<file path="config.mk">
export PLATFORM = sky130hd
export DESIGN_NAME = sync_fifo_flags_flat
export DESIGN_NICKNAME = d
export VERILOG_FILES = /design/src/rtl/sync_fifo_flags_if.sv /design/src/rtl/sync_fifo_flags.sv /design/src/flat_wrapper.sv
export SDC_FILE = /design/constraint.sdc
export NUM_CORES = 1
export LEC_CHECK = 0
export CAP_MARGIN = 20
export CORE_ASPECT_RATIO = 0.8
export CORE_MARGIN = 5
export CORE_UTILIZATION = 50
export CTS_CLUSTER_DIAMETER = 120
export DETAILED_ROUTE_END_ITERATION = 8
export PLACE_DENSITY_LB_ADDON = 0.15
export SLEW_MARGIN = 20
export SYNTH_ARGS = -nofsm -noshare
export SYNTH_HDL_FRONTEND = slang
export SYNTH_SLANG_ARGS = --single-unit
</file>
<file path="constraint.sdc">
create_clock -name clk -period 2.3 [get_ports clk]
set_input_delay 0.575 -clock clk [delete_from_list [all_inputs] [get_ports clk]]
set_output_delay 0.575 -clock clk [all_outputs]
set_load 0.1 [all_outputs]
</file>
<file path="src/rtl/sync_fifo_flags_if.sv">
`default_nettype none
// ============================================================================
// Module      : sync_fifo_flags_if
// Description : Bus bundle between a producer/consumer and sync_fifo_flags.
//               The master side pushes/pops and observes status; the slave
//               side is the FIFO itself.
// Revision    : 1.0 - initial release
// ============================================================================
interface sync_fifo_flags_if #(
    parameter int DATA_WIDTH = 8,
    parameter int DATA_DEPTH = 8
);
    localparam int c_CNT_W = $clog2(DATA_DEPTH) + 1;

    logic [DATA_WIDTH-1:0] data_in;
    logic                  wr_en;
    logic                  rd_en;
    logic [DATA_WIDTH-1:0] data_out;
    logic                  empty;
    logic                  full;
    logic                  almost_empty;
    logic                  almost_full;
    logic [c_CNT_W-1:0]    fifo_cnt;
    logic                  overflow;
    logic                  underflow;

    // Producer/consumer view: drives requests, observes data and status.
    modport master (
        output data_in, wr_en, rd_en,
        input  data_out, empty, full, almost_empty, almost_full,
               fifo_cnt, overflow, underflow
    );

    // FIFO view: receives requests, drives data and status.
    modport slave (
        input  data_in, wr_en, rd_en,
        output data_out, empty, full, almost_empty, almost_full,
               fifo_cnt, overflow, underflow
    );
endinterface
`default_nettype wire

</file>
<file path="src/rtl/sync_fifo_flags.sv">
`default_nettype none
// ============================================================================
// Module      : sync_fifo_flags
// Description : Single-clock FIFO with occupancy counter, programmable
//               almost-full/almost-empty thresholds, registered overflow /
//               underflow pulses and selectable standard or FWFT read mode.
// Revision    : 1.0 - initial release
// ============================================================================
module sync_fifo_flags #(
    parameter int DATA_WIDTH = 8,
    parameter int DATA_DEPTH = 8,
    parameter int AF_LEVEL   = DATA_DEPTH - 2,
    parameter int AE_LEVEL   = 2,
    parameter int FWFT       = 0
) (
    input  wire logic         clk,
    input  wire logic         rst_n,
    sync_fifo_flags_if.slave  bus
);

    localparam int c_PTR_W = $clog2(DATA_DEPTH);
    localparam int c_CNT_W = c_PTR_W + 1;

    localparam logic [c_CNT_W-1:0] c_DEPTH_CNT = c_CNT_W'(DATA_DEPTH);
    localparam logic [c_CNT_W-1:0] c_AF_CNT    = c_CNT_W'(AF_LEVEL);
    localparam logic [c_CNT_W-1:0] c_AE_CNT    = c_CNT_W'(AE_LEVEL);
    localparam logic [c_CNT_W-1:0] c_CNT_ONE   = c_CNT_W'(1);
    localparam logic [c_PTR_W-1:0] c_PTR_ONE   = c_PTR_W'(1);

    // Storage, pointers and occupancy
    logic [DATA_WIDTH-1:0] r_mem [DATA_DEPTH];
    logic [c_PTR_W-1:0]    r_wr_ptr;
    logic [c_PTR_W-1:0]    r_rd_ptr;
    logic [c_CNT_W-1:0]    r_cnt;
    logic                  r_overflow;
    logic                  r_underflow;

    // Decoded status and acceptance
    logic w_empty;
    logic w_full;
    logic w_rd_acc;
    logic w_wr_acc;

    // All flags come straight from the count register, so they track the
    // post-edge occupancy with no additional latency.
    assign w_empty = (r_cnt == '0);
    assign w_full  = (r_cnt == c_DEPTH_CNT);

    // A write into a full FIFO is still accepted when a read frees a slot in
    // the same edge; a read from an empty FIFO is never accepted, even if a
    // write lands simultaneously.
    assign w_rd_acc = bus.rd_en & ~w_empty;
    assign w_wr_acc = bus.wr_en & (~w_full | w_rd_acc);

    assign bus.empty        = w_empty;
    assign bus.full         = w_full;
    assign bus.almost_empty = (r_cnt <= c_AE_CNT);
    assign bus.almost_full  = (r_cnt >= c_AF_CNT);
    assign bus.fifo_cnt     = r_cnt;
    assign bus.overflow     = r_overflow;
    assign bus.underflow    = r_underflow;

    // Memory write port; contents deliberately survive reset.
    always_ff @(posedge clk) begin
        if (w_wr_acc) begin
            r_mem[r_wr_ptr] <= bus.data_in;
        end
    end

    // Pointers advance on acceptance and wrap naturally at DATA_DEPTH.
    always_ff @(posedge clk or negedge rst_n) begin
        if (!rst_n) begin
            r_wr_ptr <= '0;
            r_rd_ptr <= '0;
        end else begin
            if (w_wr_acc) begin
                r_wr_ptr <= r_wr_ptr + c_PTR_ONE;
            end
            if (w_rd_acc) begin
                r_rd_ptr <= r_rd_ptr + c_PTR_ONE;
            end
        end
    end

    // Occupancy: net change of accepted writes minus accepted reads.
    always_ff @(posedge clk or negedge rst_n) begin
        if (!rst_n) begin
            r_cnt <= '0;
        end else begin
            case ({w_wr_acc, w_rd_acc})
                2'b10:   r_cnt <= r_cnt + c_CNT_ONE;
                2'b01:   r_cnt <= r_cnt - c_CNT_ONE;
                default: r_cnt <= r_cnt;
            endcase
        end
    end

    // Error pulses: a single cycle per rejected request.
    always_ff @(posedge clk or negedge rst_n) begin
        if (!rst_n) begin
            r_overflow  <= 1'b0;
            r_underflow <= 1'b0;
        end else begin
            r_overflow  <= bus.wr_en & ~w_wr_acc;
            r_underflow <= bus.rd_en & ~w_rd_acc;
        end
    end

    generate
        if (FWFT != 0) begin : g_fwft
            // Head word is presented combinationally; zero while empty so a
            // stale entry never leaks out after a drain or a reset.
            assign bus.data_out = w_empty ? '0 : r_mem[r_rd_ptr];
        end else begin : g_std
            logic [DATA_WIDTH-1:0] r_data_out;

            // Registered read: load the head on an accepted pop, else hold.
            always_ff @(posedge clk or negedge rst_n) begin
                if (!rst_n) begin
                    r_data_out <= '0;
                end else if (w_rd_acc) begin
                    r_data_out <= r_mem[r_rd_ptr];
                end
            end

            assign bus.data_out = r_data_out;
        end
    endgenerate

endmodule
`default_nettype wire
</file>
<file path="src/flat_wrapper.sv">
// flat-port wrapper written by rule: the top's interface ports become plain ports
module sync_fifo_flags_flat 
#(
    parameter int DATA_WIDTH = 8,
    parameter int DATA_DEPTH = 8,
    parameter int AF_LEVEL   = DATA_DEPTH - 2,
    parameter int AE_LEVEL   = 2,
    parameter int FWFT       = 0
)
  (clk, rst_n, bus_data_in, bus_wr_en, bus_rd_en, bus_data_out, bus_empty, bus_full, bus_almost_empty, bus_almost_full, bus_fifo_cnt, bus_overflow, bus_underflow);
  sync_fifo_flags_if #(.DATA_WIDTH(DATA_WIDTH), .DATA_DEPTH(DATA_DEPTH)) bus_i ();
  input  wire logic clk;
  input  wire logic rst_n;
  input wire logic [$bits(bus_i.data_in)-1:0] bus_data_in;
  input wire logic [$bits(bus_i.wr_en)-1:0] bus_wr_en;
  input wire logic [$bits(bus_i.rd_en)-1:0] bus_rd_en;
  output wire logic [$bits(bus_i.data_out)-1:0] bus_data_out;
  output wire logic [$bits(bus_i.empty)-1:0] bus_empty;
  output wire logic [$bits(bus_i.full)-1:0] bus_full;
  output wire logic [$bits(bus_i.almost_empty)-1:0] bus_almost_empty;
  output wire logic [$bits(bus_i.almost_full)-1:0] bus_almost_full;
  output wire logic [$bits(bus_i.fifo_cnt)-1:0] bus_fifo_cnt;
  output wire logic [$bits(bus_i.overflow)-1:0] bus_overflow;
  output wire logic [$bits(bus_i.underflow)-1:0] bus_underflow;
  assign bus_i.data_in = bus_data_in;
  assign bus_i.wr_en = bus_wr_en;
  assign bus_i.rd_en = bus_rd_en;
  assign bus_data_out = bus_i.data_out;
  assign bus_empty = bus_i.empty;
  assign bus_full = bus_i.full;
  assign bus_almost_empty = bus_i.almost_empty;
  assign bus_almost_full = bus_i.almost_full;
  assign bus_fifo_cnt = bus_i.fifo_cnt;
  assign bus_overflow = bus_i.overflow;
  assign bus_underflow = bus_i.underflow;
  sync_fifo_flags #(.DATA_WIDTH(DATA_WIDTH), .DATA_DEPTH(DATA_DEPTH), .AF_LEVEL(AF_LEVEL), .AE_LEVEL(AE_LEVEL), .FWFT(FWFT)) u_core (.clk(clk), .rst_n(rst_n), .bus(bus_i));
endmodule
</file>
# --- Word-level counts from Yosys, hierarchy flattened ---
# Memories as Yosys holds them, arrays and structs flattened. A register that Yosys moved wholly into a read port is not among the register bits.
# Cells that the tools add are included.
word_totals:
  reg_bits: 12
  ramBits: 64
  in_bits: 12
  output_inout_bits: 18
  elab_cells: 30
  n_memories: 1
op_classes:
  n_addsub: 4
  order_cmp: 2
  eq_ne: 3
  muxes: 3
  bitwise_logic: 9
  n_reduce_logical: 3
memory_table:
  columns: ["memory", "depth", "word_bits", "read_ports", "rd_clocked_by_memory_dff", "write_ports", "line_no", "rtl"]
  rows:
  - ["u_core.r_mem", 8, 8, 1, 1, 1, "sync_fifo_flags.sv:31", "logic [DATA_WIDTH-1:0] r_mem [DATA_DEPTH];"]
op_table:
  columns: ["op", "n"]
  rows:
  - ["4-bit one-hot mux with 2 select lines", 1]
  - ["3-bit by 1-bit adder with 3-bit output (second input constant)", 2]
  - ["4-bit by 1-bit adder with 4-bit output (second input constant)", 1]
  - ["1-bit bitwise AND", 4]
  - ["4-bit == test (second input constant)", 1]
  - ["4-bit by 3-bit >= comparator with 1-bit output (second input constant)", 1]
  - ["4-bit by 2-bit <= comparator with 1-bit output (second input constant)", 1]
  - ["4-bit zero test", 1]
  - ["1-bit inverter", 4]
  - ["4-bit by 1-bit subtractor with 4-bit output (second input constant)", 1]
  - ["2-bit by 1-bit == test with 1-bit output (second input constant)", 1]
  - ["2-bit == test (second input constant)", 1]
  - ["1-bit 2-to-1 mux", 2]
  - ["2-bit nonzero test", 1]
  - ["1-bit zero test", 1]
  - ["1-bit OR", 1]

# --- Depth between registers and ports, before layout ---
logic_depth:
  word_depth: 7
  depth_mapped: 9
  mapped_depth_nobuf: 8

# --- Worst setup path after synthesis ---
# No wires, ideal clock.
synth_timing:
  path_type: "reg2out"
  startpoint: "reg u_core.r_cnt[3], in the netlist u_core.bus.fifo_cnt[3]"
  endpoint: "out bus_almost_empty"
  arrival_ns: 3.305
  required_ns: 1.725
  slack_ns: -1.580
  stages_incl_launch_ff: 3
  path_cell_list: "dfrtp_1 buf_2 a211oi_1"
synth_between:
  elab_chain_cells: 1
synth_rtl:
  columns: ["element", "line_no", "rtl"]
  rows:
  - ["from (decl)", "sync_fifo_flags.sv:34", "logic [c_CNT_W-1:0] r_cnt;"]
  - ["from (signal assigned)", "sync_fifo_flags.sv:91", "2'b10: r_cnt <= r_cnt + c_CNT_ONE;"]
  - ["from (signal assigned)", "sync_fifo_flags.sv:92", "2'b01: r_cnt <= r_cnt - c_CNT_ONE;"]
  - ["from (signal assigned)", "sync_fifo_flags.sv:93", "default: r_cnt <= r_cnt;"]
  - ["4-bit by 2-bit <= comparator with 1-bit output", "sync_fifo_flags.sv:57", "assign bus.almost_empty = (r_cnt <= c_AE_CNT);"]
  - ["to (decl)", "flat_wrapper.sv:20", "output wire logic [$bits(bus_i.almost_empty)-1:0] bus_almost_empty;"]
# Every way passes these cells.

# --- Worst setup path in the final report ---
layout_timing:
  startpoint: "reg u_core.r_cnt[0], in the netlist u_core.bus.fifo_cnt[0]"
  endpoint: "out bus_full"
layout_between:
  elab_chain_cells: 1
layout_rtl:
  columns: ["element", "line_no", "rtl"]
  rows:
  - ["4-bit == test", "sync_fifo_flags.sv:47", "assign w_full = (r_cnt == c_DEPTH_CNT);"]
  - ["to (decl)", "flat_wrapper.sv:19", "output wire logic [$bits(bus_i.full)-1:0] bus_full;"]
# Every way passes these cells.

==> qor.yml <==
hold_ws_ps: 491
h-tree-depth: 3
synth_area_leaders: "edfxtp_1 (55%), dfrtp_1 (14%), mux2i_1 (5.2%)"
place_hpwl_mm: 4.32
synth_mux_area_share_pct: 11.1
period_share_pct: 97.4
synth_xor_area_share_pct: 2.01
path_max_fanout: 7
yosys_warnings: 0
relSlewSlack_pct: 57.0
grt_first_pass_wirelength_mm: 10.3
start_util_pct: 51.1
r2r_end: "u_core.bus.fifo_cnt[3]"
ant_nets: 0
synth_compound_area_share_pct: 7.58
antenna_found_initial: 0
post-synth-top-count-cell: "edfxtp_1"
r2r_slack_ps: 130
min_delay_path_depth: 2
ios: 30
root_buffer: "clkbuf_8"
post_drt_wl_per_cell_um: 17.1
avgSynthCellArea_um2: 15.9
start_kind: "register"
ys_seq_area_share_pct: 69.5
clkLatencyLatePin_ps: 340
dieArea_um2: 8750
p_leak_nw: 1.59
final_hold_viol_count: 0
syn_area_um2: 3480
grt_max_degree: 35
yosysTopAreaCell: "edfxtp_1"
place_congestion: 0.679
die_x_um: 103
clk_pin_slew_ps: 80
fin_util_pct: 61.8
hold_buffers: 0
cts_sinks: 84
final_nets: 284
vias_per_cell: 5.23
synth-seq-cells: 84
synth-edff-count: 64
rsz0062_at_grt: "no"
min_to: "u_core.bus.data_out[5]"
area_growth_pct: 21.1
synth_top_family_by_area: "multiplexers"
skew_ps: 12.9
netlist.area_leader.share_pct: 55.2
min_period_ps: 2240
wirelength_mm: 6.15
status: "complete, no violations"
drive_gt1_share_pct: 30.5
grt_use_total_pct: 15.9
worstReg2RegStart: "u_core.bus.fifo_cnt[0]"
finalMaxSlewViolations: 0
cts_buffer_depth: 2
drtIter0Drc: 63
postPlaceCellArea_um2: 4020
grt_pass1_vias: 1977
synth_common_cells: "edfxtp_1 (64), dfrtp_1 (20), mux2i_1 (18)"
pwr_density_cell_nw_per_um2: 1460
worst-slew-pin-transition_ps: 643
cts_tree: "built"
synth_fa_ha_area_share_pct: 2.01
fp.dieH_um: 84.7
min-delay-start: "u_core.bus.data_out[5]"
drt_pass1_iterations: 4
crit_start: "u_core.bus.fifo_cnt[0]"
syn_nets: 236
port_buffers: 29
num_rows: 27
synthSimpleGateAreaFrac_pct: 5.24
crit_type: "register to primary output"
final_area_um2: 4220
setup_violations: 0
ys_types: 37
drv_cap: 0
numCtsBuffers: 9
core_um2: 6820
worst_ir_drop_vdd_mv: 0.955
critPathArrivalTime_ps: 1670
fill_cells: 520
hold_class: "register to register"
vias: 1876
antenna_cells: 0
synthCells: 219
ys_async_sr_fraction_pct: 23.8
ff2ff_path_depth: 8
critPathRequiredTime_ps: 1730
drc: 0
overflow: 0
cp-end-kind: "primary output"
synthFlopType: "edfxtp_1"
max_freq_mhz: 446
## how the worst max path moves through the flow
| stage | end | slack, ps |
|---|---|---|
| 2_1_floorplan | u_core.bus.fifo_cnt[3] | 8 |
| 3_3_place_gp | u_core.bus.fifo_cnt[3] | -200 |
| 3_5_place_dp | u_core.bus.fifo_cnt[3] | -240 |
| 4_1_cts | bus_full | 40 |
| 5_1_grt | bus_full | 6 |
| 6_report | bus_full | 60 |
## kinds of logic after synthesis
kind of cell | count (synthesis)
muxes | 36
AOI/OAI and AO/OA | 33
adders and majority gates | 5
DFF | 84
and+or+nand+nor | 37
buffers and inverters | 16
xor gates and xnor gates | 8
## metal layers
| metal | GRT usage (%) | wire (um) | vias up |
|---|---|---|---|
| met5 | 0 | 0 | - |
| met3 | 4.82 | 214 | 4 |
| met2 | 24.0 | 2960 | 26 |
| met1 | 22.5 | 2940 | 924 |
| met4 | 3.88 | 37 | 0 |
| li1 | - | - | 922 |
## cell usage in the layout, fill, tap and decap left out, types with 2 or more instances in the layout
cell type / count
nor3_1: 4
clkinvlp_4: 2
nand2_1: 15
xnor2_1: 5
clkbuf_8: 10
inv_1: 4
nand2b_1: 3
clkinv_2: 3
mux2i_1: 18
buf_4: 32
xor2_1: 3
edfxtp_1: 64
dfrtp_1: 16
o22ai_1: 8
mux2_1: 2
dfrtp_4: 2
ha_1: 4
dfrtp_2: 2
a221o_1: 8
a21o_1: 2
nor2_1: 7
clkdlybuf4s50_1: 11
o21ai_1: 8
buf_12: 5
mux2_2: 15
## flip-flops by register name, indices dropped and copies added, names as in the netlist
name / count
u_core.bus.fifo_cnt: 4
u_core.bus.underflow: 1
u_core.r_wr_ptr: 3
u_core.bus.overflow: 1
u_core.bus.data_out: 8
u_core.r_mem: 64
u_core.r_rd_ptr: 3
## timing repair
item                       4_1_cts  5_1_grt
buffers inserted                 1        0
setup endpoints to repair        1        0
resized for setup                0        0
## power breakdown
group	leakage, nW	internal [mW]	switching (mW)
Sequential	0.818	1.99	0.263
Combinational	0.677	1.01	1.91
Clock	0.0973	0.483	0.493
Total	1.59	3.49	2.66
## final cells by class
class / instances / area (um^2) / share of cell area [%]
clock inverter: 4 / 22.5 / 0.534
clock buffer: 12 / 166 / 3.94
inverter: 5 / 22.5 / 0.534
sequential: 84 / 2430 / 57.6
multi-input combinational: 119 / 1020 / 24.1
timing repair buffer: 48 / 450 / 10.7
tap: 87 / 109 / 2.58
## stage by stage
| stage | std cells | setup TNS, ps | worst slack, ps | total power [mW] |
|---|---|---|---|---|
| CTS | 359 | 0 | 37.2 | 6.23 |
| global route | 359 | 0 | 5.58 | 6.48 |
| floorplan | 219 | 0 | 8.38 | 4.49 |
| global placement | 342 | -359 | -205 | 5.21 |
| finish | 359 | 0 | 59.3 | 6.15 |
| detailed placement | 342 | -409 | -236 | 5.25 |
## worst max-delay path, cell delays in order, from the launching register on
cell        delay, ps
dfrtp_4           540
or4b_4            530
clkinvlp_4        100
buf_12            160
(Power assumes the default switching activity.)
